==> src/rtl/alpaca_axis_frame_capture_if.sv <==
// AXI-Stream sample bus feeding the frame-capture buffer.
// The master drives data/valid/last; the capture block (slave) drives ready.
interface alpaca_axis_frame_capture_if #(
  parameter int SAMP_PER_CLK = 2,
  parameter int WIDTH        = 16
);
  logic [SAMP_PER_CLK*WIDTH-1:0] tdata;
  logic                          tvalid;
  logic                          tready;
  logic                          tlast;

  modport master (output tdata, output tvalid, output tlast, input tready);
  modport slave  (input tdata, input tvalid, input tlast, output tready);
endinterface

==> src/rtl/alpaca_axis_frame_capture.sv <==
// AXIS frame-capture buffer: sync on tlast, optional frame skip, capture FRAMES frames, police tlast.
// Optional ramp checker on captured beats is enabled with ALPACA_CAPTURE_RAMP_CHECK_EN.
module alpaca_axis_frame_capture #(
  parameter int SAMP_PER_CLK = 2,
  parameter int WIDTH        = 16,
  parameter int FRAME_LEN    = 64,
  parameter int FRAMES       = 2,
  parameter int SKIP_FRAMES  = 0,
  localparam int DEPTH       = FRAMES * FRAME_LEN,
  localparam int AW          = $clog2(DEPTH),
  localparam int FCW         = $clog2(FRAMES + 1)
) (
  input  logic                           clk,
  input  logic                           rstn,
  input  logic                           en,
  alpaca_axis_frame_capture_if.slave     s_axis,
  input  logic                           rd_en,
  input  logic [AW-1:0]                  rd_addr,
  output logic [SAMP_PER_CLK*WIDTH-1:0]  rd_data,
  output logic                           full,
  output logic                           busy,
  output logic [FCW-1:0]                 frame_cnt,
  output logic [15:0]                    err_tlast_unexp,
  output logic [15:0]                    err_tlast_miss,
  output logic [15:0]                    err_data
);

  localparam int DW  = SAMP_PER_CLK * WIDTH;
  localparam int BW  = $clog2(FRAME_LEN);
  localparam int SKW = $clog2(SKIP_FRAMES + 2);
  localparam logic [BW-1:0]  BEAT_LAST  = BW'(FRAME_LEN - 1);
  localparam logic [FCW-1:0] FRAME_LAST = FCW'(FRAMES - 1);
  localparam logic [SKW-1:0] SKIP_LAST  = SKW'(SKIP_FRAMES - 1);

  typedef enum logic [2:0] {IDLE, SYNC, SKIP, CAP, FULL} state_t;

  state_t          state_reg, state_next;
  logic            tready_reg;
  logic [BW-1:0]   beat_idx_reg, beat_idx_next;
  logic [SKW-1:0]  skip_cnt_reg, skip_cnt_next;
  logic [FCW-1:0]  frame_cnt_reg, frame_cnt_next;
  logic [AW-1:0]   wr_addr_reg, wr_addr_next;
  logic [15:0]     unexp_reg, miss_reg;
  logic [DW-1:0]   rd_data_reg;
  logic            wr_en, unexp_inc, miss_inc;
  logic            beat_ok, early_tlast, frame_close;
  logic [AW-1:0]   frame_base;

  logic [DW-1:0]   mem [DEPTH];

  function automatic logic [15:0] sat_inc(input logic [15:0] v, input logic inc);
    return (inc && v != 16'hFFFF) ? v + 16'd1 : v;
  endfunction

  assign beat_ok     = s_axis.tvalid & tready_reg;
  assign early_tlast = beat_ok & s_axis.tlast & (beat_idx_reg != BEAT_LAST);
  assign frame_close = beat_ok & (beat_idx_reg == BEAT_LAST);
  assign frame_base  = AW'(32'(frame_cnt_reg) * FRAME_LEN);

  always_comb begin
    state_next     = state_reg;
    beat_idx_next  = beat_idx_reg;
    skip_cnt_next  = skip_cnt_reg;
    frame_cnt_next = frame_cnt_reg;
    wr_addr_next   = wr_addr_reg;
    wr_en          = 1'b0;
    unexp_inc      = 1'b0;
    miss_inc       = 1'b0;
    case (state_reg)
      IDLE: if (en) state_next = SYNC;
      SYNC: begin
        if (beat_ok && s_axis.tlast) begin
          beat_idx_next = '0;
          state_next    = (SKIP_FRAMES > 0) ? SKIP : CAP;
        end
      end
      SKIP: begin
        if (early_tlast) begin
          unexp_inc     = 1'b1;
          beat_idx_next = '0;
        end else if (frame_close) begin
          miss_inc      = ~s_axis.tlast;
          beat_idx_next = '0;
          if (skip_cnt_reg == SKIP_LAST) begin
            skip_cnt_next = '0;
            state_next    = CAP;
          end else begin
            skip_cnt_next = skip_cnt_reg + 1'b1;
          end
        end else if (beat_ok) begin
          beat_idx_next = beat_idx_reg + 1'b1;
        end
      end
      CAP: begin
        // Early tlast drops the partial frame: no write, rewind to the frame base.
        if (early_tlast) begin
          unexp_inc     = 1'b1;
          beat_idx_next = '0;
          wr_addr_next  = frame_base;
        end else if (beat_ok) begin
          wr_en = 1'b1;
          if (frame_close) begin
            miss_inc       = ~s_axis.tlast;
            beat_idx_next  = '0;
            frame_cnt_next = frame_cnt_reg + 1'b1;
            if (frame_cnt_reg == FRAME_LAST) state_next = FULL;
            else wr_addr_next = wr_addr_reg + 1'b1;
          end else begin
            beat_idx_next = beat_idx_reg + 1'b1;
            wr_addr_next  = wr_addr_reg + 1'b1;
          end
        end
      end
      FULL: state_next = FULL;
      default: state_next = IDLE;
    endcase
  end

  always_ff @(posedge clk) begin
    if (!rstn) begin
      state_reg     <= IDLE;
      tready_reg    <= 1'b0;
      beat_idx_reg  <= '0;
      skip_cnt_reg  <= '0;
      frame_cnt_reg <= '0;
      wr_addr_reg   <= '0;
      unexp_reg     <= '0;
      miss_reg      <= '0;
    end else begin
      state_reg     <= state_next;
      tready_reg    <= 1'b1;
      beat_idx_reg  <= beat_idx_next;
      skip_cnt_reg  <= skip_cnt_next;
      frame_cnt_reg <= frame_cnt_next;
      wr_addr_reg   <= wr_addr_next;
      unexp_reg     <= sat_inc(unexp_reg, unexp_inc);
      miss_reg      <= sat_inc(miss_reg, miss_inc);
    end
  end

  // Buffer RAM is never reset so it maps onto block RAM.
  always_ff @(posedge clk) begin
    if (wr_en) mem[wr_addr_reg] <= s_axis.tdata;
  end

  always_ff @(posedge clk) begin
    if (!rstn) rd_data_reg <= '0;
    else if (rd_en) rd_data_reg <= (32'(rd_addr) < DEPTH) ? mem[rd_addr] : '0;
  end

`ifdef ALPACA_CAPTURE_RAMP_CHECK_EN
  logic [WIDTH-1:0]        ramp_ref;
  logic [SAMP_PER_CLK-1:0] lane_bad;
  logic                    data_bad_reg;
  logic [15:0]             err_data_reg;

  // The ramp reference tracks wr_addr, so it rewinds along with it.
  assign ramp_ref = WIDTH'(32'(wr_addr_reg) * SAMP_PER_CLK);

  generate
    for (genvar gi = 0; gi < SAMP_PER_CLK; gi++) begin : g_lane
      assign lane_bad[gi] = s_axis.tdata[(SAMP_PER_CLK-gi)*WIDTH-1 -: WIDTH] != ramp_ref + WIDTH'(gi);
    end
  endgenerate

  always_ff @(posedge clk) begin
    if (!rstn) begin
      data_bad_reg <= 1'b0;
      err_data_reg <= '0;
    end else begin
      data_bad_reg <= wr_en & (|lane_bad);
      err_data_reg <= sat_inc(err_data_reg, data_bad_reg);
    end
  end

  assign err_data = err_data_reg;
`else
  assign err_data = '0;
`endif

  assign s_axis.tready   = tready_reg;
  assign rd_data         = rd_data_reg;
  assign full            = (state_reg == FULL);
  assign busy            = (state_reg == SYNC) || (state_reg == SKIP) || (state_reg == CAP);
  assign frame_cnt       = frame_cnt_reg;
  assign err_tlast_unexp = unexp_reg;
  assign err_tlast_miss  = miss_reg;

endmodule

==> src/flat_wrapper.sv <==
// flat-port wrapper written by rule: the top's interface ports become plain ports
module alpaca_axis_frame_capture_flat 
#(
  parameter int SAMP_PER_CLK = 2,
  parameter int WIDTH        = 16,
  parameter int FRAME_LEN    = 64,
  parameter int FRAMES       = 2,
  parameter int SKIP_FRAMES  = 0,
  localparam int DEPTH       = FRAMES * FRAME_LEN,
  localparam int AW          = $clog2(DEPTH),
  localparam int FCW         = $clog2(FRAMES + 1)
)
  (clk, rstn, en, rd_en, rd_addr, rd_data, full, busy, frame_cnt, err_tlast_unexp, err_tlast_miss, err_data, s_axis_tdata, s_axis_tvalid, s_axis_tlast, s_axis_tready);
  alpaca_axis_frame_capture_if #(.SAMP_PER_CLK(SAMP_PER_CLK), .WIDTH(WIDTH)) s_axis_i ();
  input  logic clk;
  input  logic rstn;
  input  logic en;
  input  logic rd_en;
  input  logic [AW-1:0] rd_addr;
  output logic [SAMP_PER_CLK*WIDTH-1:0] rd_data;
  output logic full;
  output logic busy;
  output logic [FCW-1:0] frame_cnt;
  output logic [15:0] err_tlast_unexp;
  output logic [15:0] err_tlast_miss;
  output logic [15:0] err_data;
  input wire logic [$bits(s_axis_i.tdata)-1:0] s_axis_tdata;
  input wire logic [$bits(s_axis_i.tvalid)-1:0] s_axis_tvalid;
  input wire logic [$bits(s_axis_i.tlast)-1:0] s_axis_tlast;
  output wire logic [$bits(s_axis_i.tready)-1:0] s_axis_tready;
  assign s_axis_i.tdata = s_axis_tdata;
  assign s_axis_i.tvalid = s_axis_tvalid;
  assign s_axis_i.tlast = s_axis_tlast;
  assign s_axis_tready = s_axis_i.tready;
  alpaca_axis_frame_capture #(.SAMP_PER_CLK(SAMP_PER_CLK), .WIDTH(WIDTH), .FRAME_LEN(FRAME_LEN), .FRAMES(FRAMES), .SKIP_FRAMES(SKIP_FRAMES)) u_core (.clk(clk), .rstn(rstn), .en(en), .s_axis(s_axis_i), .rd_en(rd_en), .rd_addr(rd_addr), .rd_data(rd_data), .full(full), .busy(busy), .frame_cnt(frame_cnt), .err_tlast_unexp(err_tlast_unexp), .err_tlast_miss(err_tlast_miss), .err_data(err_data));
endmodule
==> config.mk <==
export PLATFORM = sky130hd
export DESIGN_NAME = alpaca_axis_frame_capture_flat
export DESIGN_NICKNAME = d
export VERILOG_FILES = /design/src/rtl/alpaca_axis_frame_capture_if.sv /design/src/rtl/alpaca_axis_frame_capture.sv /design/src/flat_wrapper.sv
export SDC_FILE = /design/constraint.sdc
export NUM_CORES = 2
export LEC_CHECK = 0
export BUFFER_PORTS_ARGS = -buffer_cell sky130_fd_sc_hd__buf_2
export CELL_PAD_IN_SITES_DETAIL_PLACEMENT = 1
export CELL_PAD_IN_SITES_GLOBAL_PLACEMENT = 2
export CORE_UTILIZATION = 51
export DETAILED_ROUTE_END_ITERATION = 8
export PLACE_DENSITY = 0.75
export SYNTH_ARGS = -nofsm -noshare
export SYNTH_HDL_FRONTEND = slang
export SYNTH_SLANG_ARGS = --single-unit
==> constraint.sdc <==
create_clock -name clk -period 3.9 [get_ports clk]
set_input_delay 0.39 -clock clk [delete_from_list [all_inputs] [get_ports clk]]
set_output_delay 0.39 -clock clk [all_outputs]
set_load 0.03 [all_outputs]
==> flow_summary.yaml <==
sta:
  fin_ws_ps: 536.7
  slew_viol_final: 1
  fin_skew_ps: 55.63
  final.period_utilization_pct: 86.24
  worst_slew_pin_slew_ps: 1494
  fin_crit_ps: 3363
  hold_viol: 0
  relSlewSlack_pct: -0.5426
  setup_viol: 0
  holdWs_ps: 3.149
  max_freq_ghz: 0.2973
  rsz0062_at_grt: "false"
placement:
  pre_cts_ws_ps: -213.4
  globalplace.congestion: 0.8846
  placement.io_buffers: 113
  dp_cells: 11660
  place_hpwl_mm: 295.0
layout:
  largest_reg_flops: 4096
  area_delta_synth_final_pct: 15.62
  layout-drive-gt1-share_pct: 30.16
  layout_common_cells: "edfxtp_1, mux4_2, buf_4, clkbuf_16, mux2i_1"
  final_common_cell: "edfxtp_1"
  final_nets: 8011
  fin_cells: 12460
  post-route-util_pct: 59.39
critical_path:
  endpoint_kind: "flop"
  cp.required_ps: 4520
  start_kind: "flop"
  crit_fanout: 19
  path_class: "flop to flop"
  critical_path.slowest_cell: "nand2_2"
  cp_cell_sequence: "ha_1 -> and3_1 -> nand3_1 -> a211oi_1 -> buf_4 -> nand2_2 -> buf_12 -> nor2_4 -> buf_4"
  cpPeakStageDelay_ps: 550
  cp.arrival_ps: 3980
  cpMostUsedCell: "buf_4"
pwr:
  finalPower_w: 0.09523
  ir_worst_vdd_mv: 0.4657
  p_leak_nw: 58.94
  power_density_nw_per_um2: 512.8
clock_tree:
  cts_setup_buffers: 0
  cts_buffers: 421
  htree_levels: 5
  cts_sinks: 4180
  cts_tree: "yes"
  clock-root-buffer: "clkbuf_16"
  cts_buffer_depth: 4
  clk_latency_ps: 990
  clk_pin_slew_ps: 60
die:
  pin_count: 130
  coreArea_um2: 312700
  die_h_um: 563.2
  initial_core_util_pct: 51.37
  die-area_um2: 317200
  rows: 205
  die_w_um: 563.2
synthesis:
  synth-async-reset-ratio_pct: 0
  synth-edff-count: 4096
  ys_warn_count: 0
  ys.flop_type: "edfxtp_1"
  synth_cell_types: 71
  synth-seq-cells: 4180
  syn_area_per_cell_um2: 22.34
  syn_inst: 7190
  syn_area_um2: 160600
  synth-seq-area-share_pct: 77.63
global_route:
  grt_max_degree: 129
  first_global_vias: 84460
  grt-ovfl-total: 0
  antenna_found_initial: 46
  grt_pass1_wl_mm: 674.8
  grtUsageTotal_pct: 30.93
detailed_routing:
  routed_wl_mm: 489.7
  antenna_left: 0
  dr_total_vias: 83310
  drt-pass1-iter-count: 6
  first_iter_violations: 12500
  routed_via_density: 6.685
  remaining_drc_errors: 0
  avgRoutedWirePerCell_um: 39.29
hold_path:
  hp-class: "input port to flop"
run_status:
  violations: "capacitance limit, slew limit"
  run_status: "finished, violations left"
job:
  cap_violations: 1
-- cells in the mapped netlist, types with 16 or more instances --
cell type	count	area share, %
a211oi_1	60	0.28
dfxtp_1	84	1.0
a221oi_1	18	0.098
nand3_1	56	0.17
clkbuf_1	155	0.36
a31oi_1	28	0.11
a22oi_1	68	0.32
mux2i_1	303	1.9
and3_1	19	0.074
buf_1	40	0.093
o221ai_1	67	0.37
a21oi_1	57	0.18
nand4_1	16	0.062
buf_2	74	0.23
o22ai_1	104	0.41
nand2_1	148	0.35
nand2b_1	17	0.066
xor2_1	21	0.11
and2_1	45	0.18
edfxtp_1	4096	77
inv_1	17	0.040
mux4_2	1001	14
o21ai_0	83	0.26
nor3_1	42	0.13
o31ai_1	17	0.079
nor2b_1	53	0.21
a22o_1	20	0.11
nor2_1	172	0.40
buf_6	60	0.42
buf_4	75	0.35
-- cells by family after synthesis --
group | after synthesis | share of synthesized area, %
fa+ha+maj | 5 | 0.03895
mux | 1313 | 15.99
xor+xnor | 36 | 0.1963
buf+inv | 437 | 1.645
other cells | 1 | 0.002335
compound gates | 615 | 2.710
simple gates | 603 | 1.787
flops | 4180 | 77.63
-- routing by layer --
metal | vias up | wire length [µm] | global-route usage [%]
met5 | - | 131 | 0
met4 | 18 | 20670 | 11.46
met3 | 809 | 50990 | 6.112
met2 | 5271 | 228700 | 48.33
met1 | 45070 | 189100 | 43.70
li1 | 32150 | - | -
-- critical path, delay by kind of cell, from the launching register on --
family / cells / cell delay (ps)
simple gates: 4 / 1090
buf+inv: 3 / 970
flops: 1 / 370
compound gates: 1 / 310
fa+ha+maj: 1 / 210
-- worst paths after layout --
kind | endpoint | slack, ps | startpoint | cells after the start
worst min register to register | u_core.beat_idx_reg[5] | 510 | u_core.beat_idx_reg[5] | 2
worst max-delay path | u_core.mem[1][1] | 540 | u_core.beat_idx_reg[0] | 9
worst min-delay path | u_core.mem[99][2] | 3 | s_axis_tdata[2] | 1
worst max register to register | u_core.mem[1][1] | 540 | u_core.beat_idx_reg[0] | 9
-- repair_timing --
item / in CTS / in global routing
endpoints found under the setup margin: 0 / 0
gates resized for setup: 0 / 0
endpoints found under the hold margin: 267 / 0
hold buffers: 14 / 0
-- area by class of cell --
class | count | area [µm²]
flip-flops and latches | 4180 | 124700
clock inverters | 262 | 2608
multi-input cells | 2588 | 34390
diodes | 10 | 25.02
clock buffers | 512 | 11110
repair buffers | 751 | 7619
fillers | 25620 | 127000
inverters | 19 | 83.83
well taps | 4140 | 5180
-- metrics by stage --
stage | setup TNS, ps | cell area [µm²]
after floorplan | 0 | 160700
after global placement | -209.1 | 171800
after detailed placement | -301.5 | 171800
after CTS | 0 | 185700
after global routing | 0 | 185700
final | 0 | 185700
-- power breakdown --
part / switching, W / internal, W
Clock: 0.0172 / 0.0234
Sequential: 0.000154 / 0.0493
Combinational: 0.00339 / 0.00178
Total: 0.0208 / 0.0745
(Power assumes the default switching activity.)
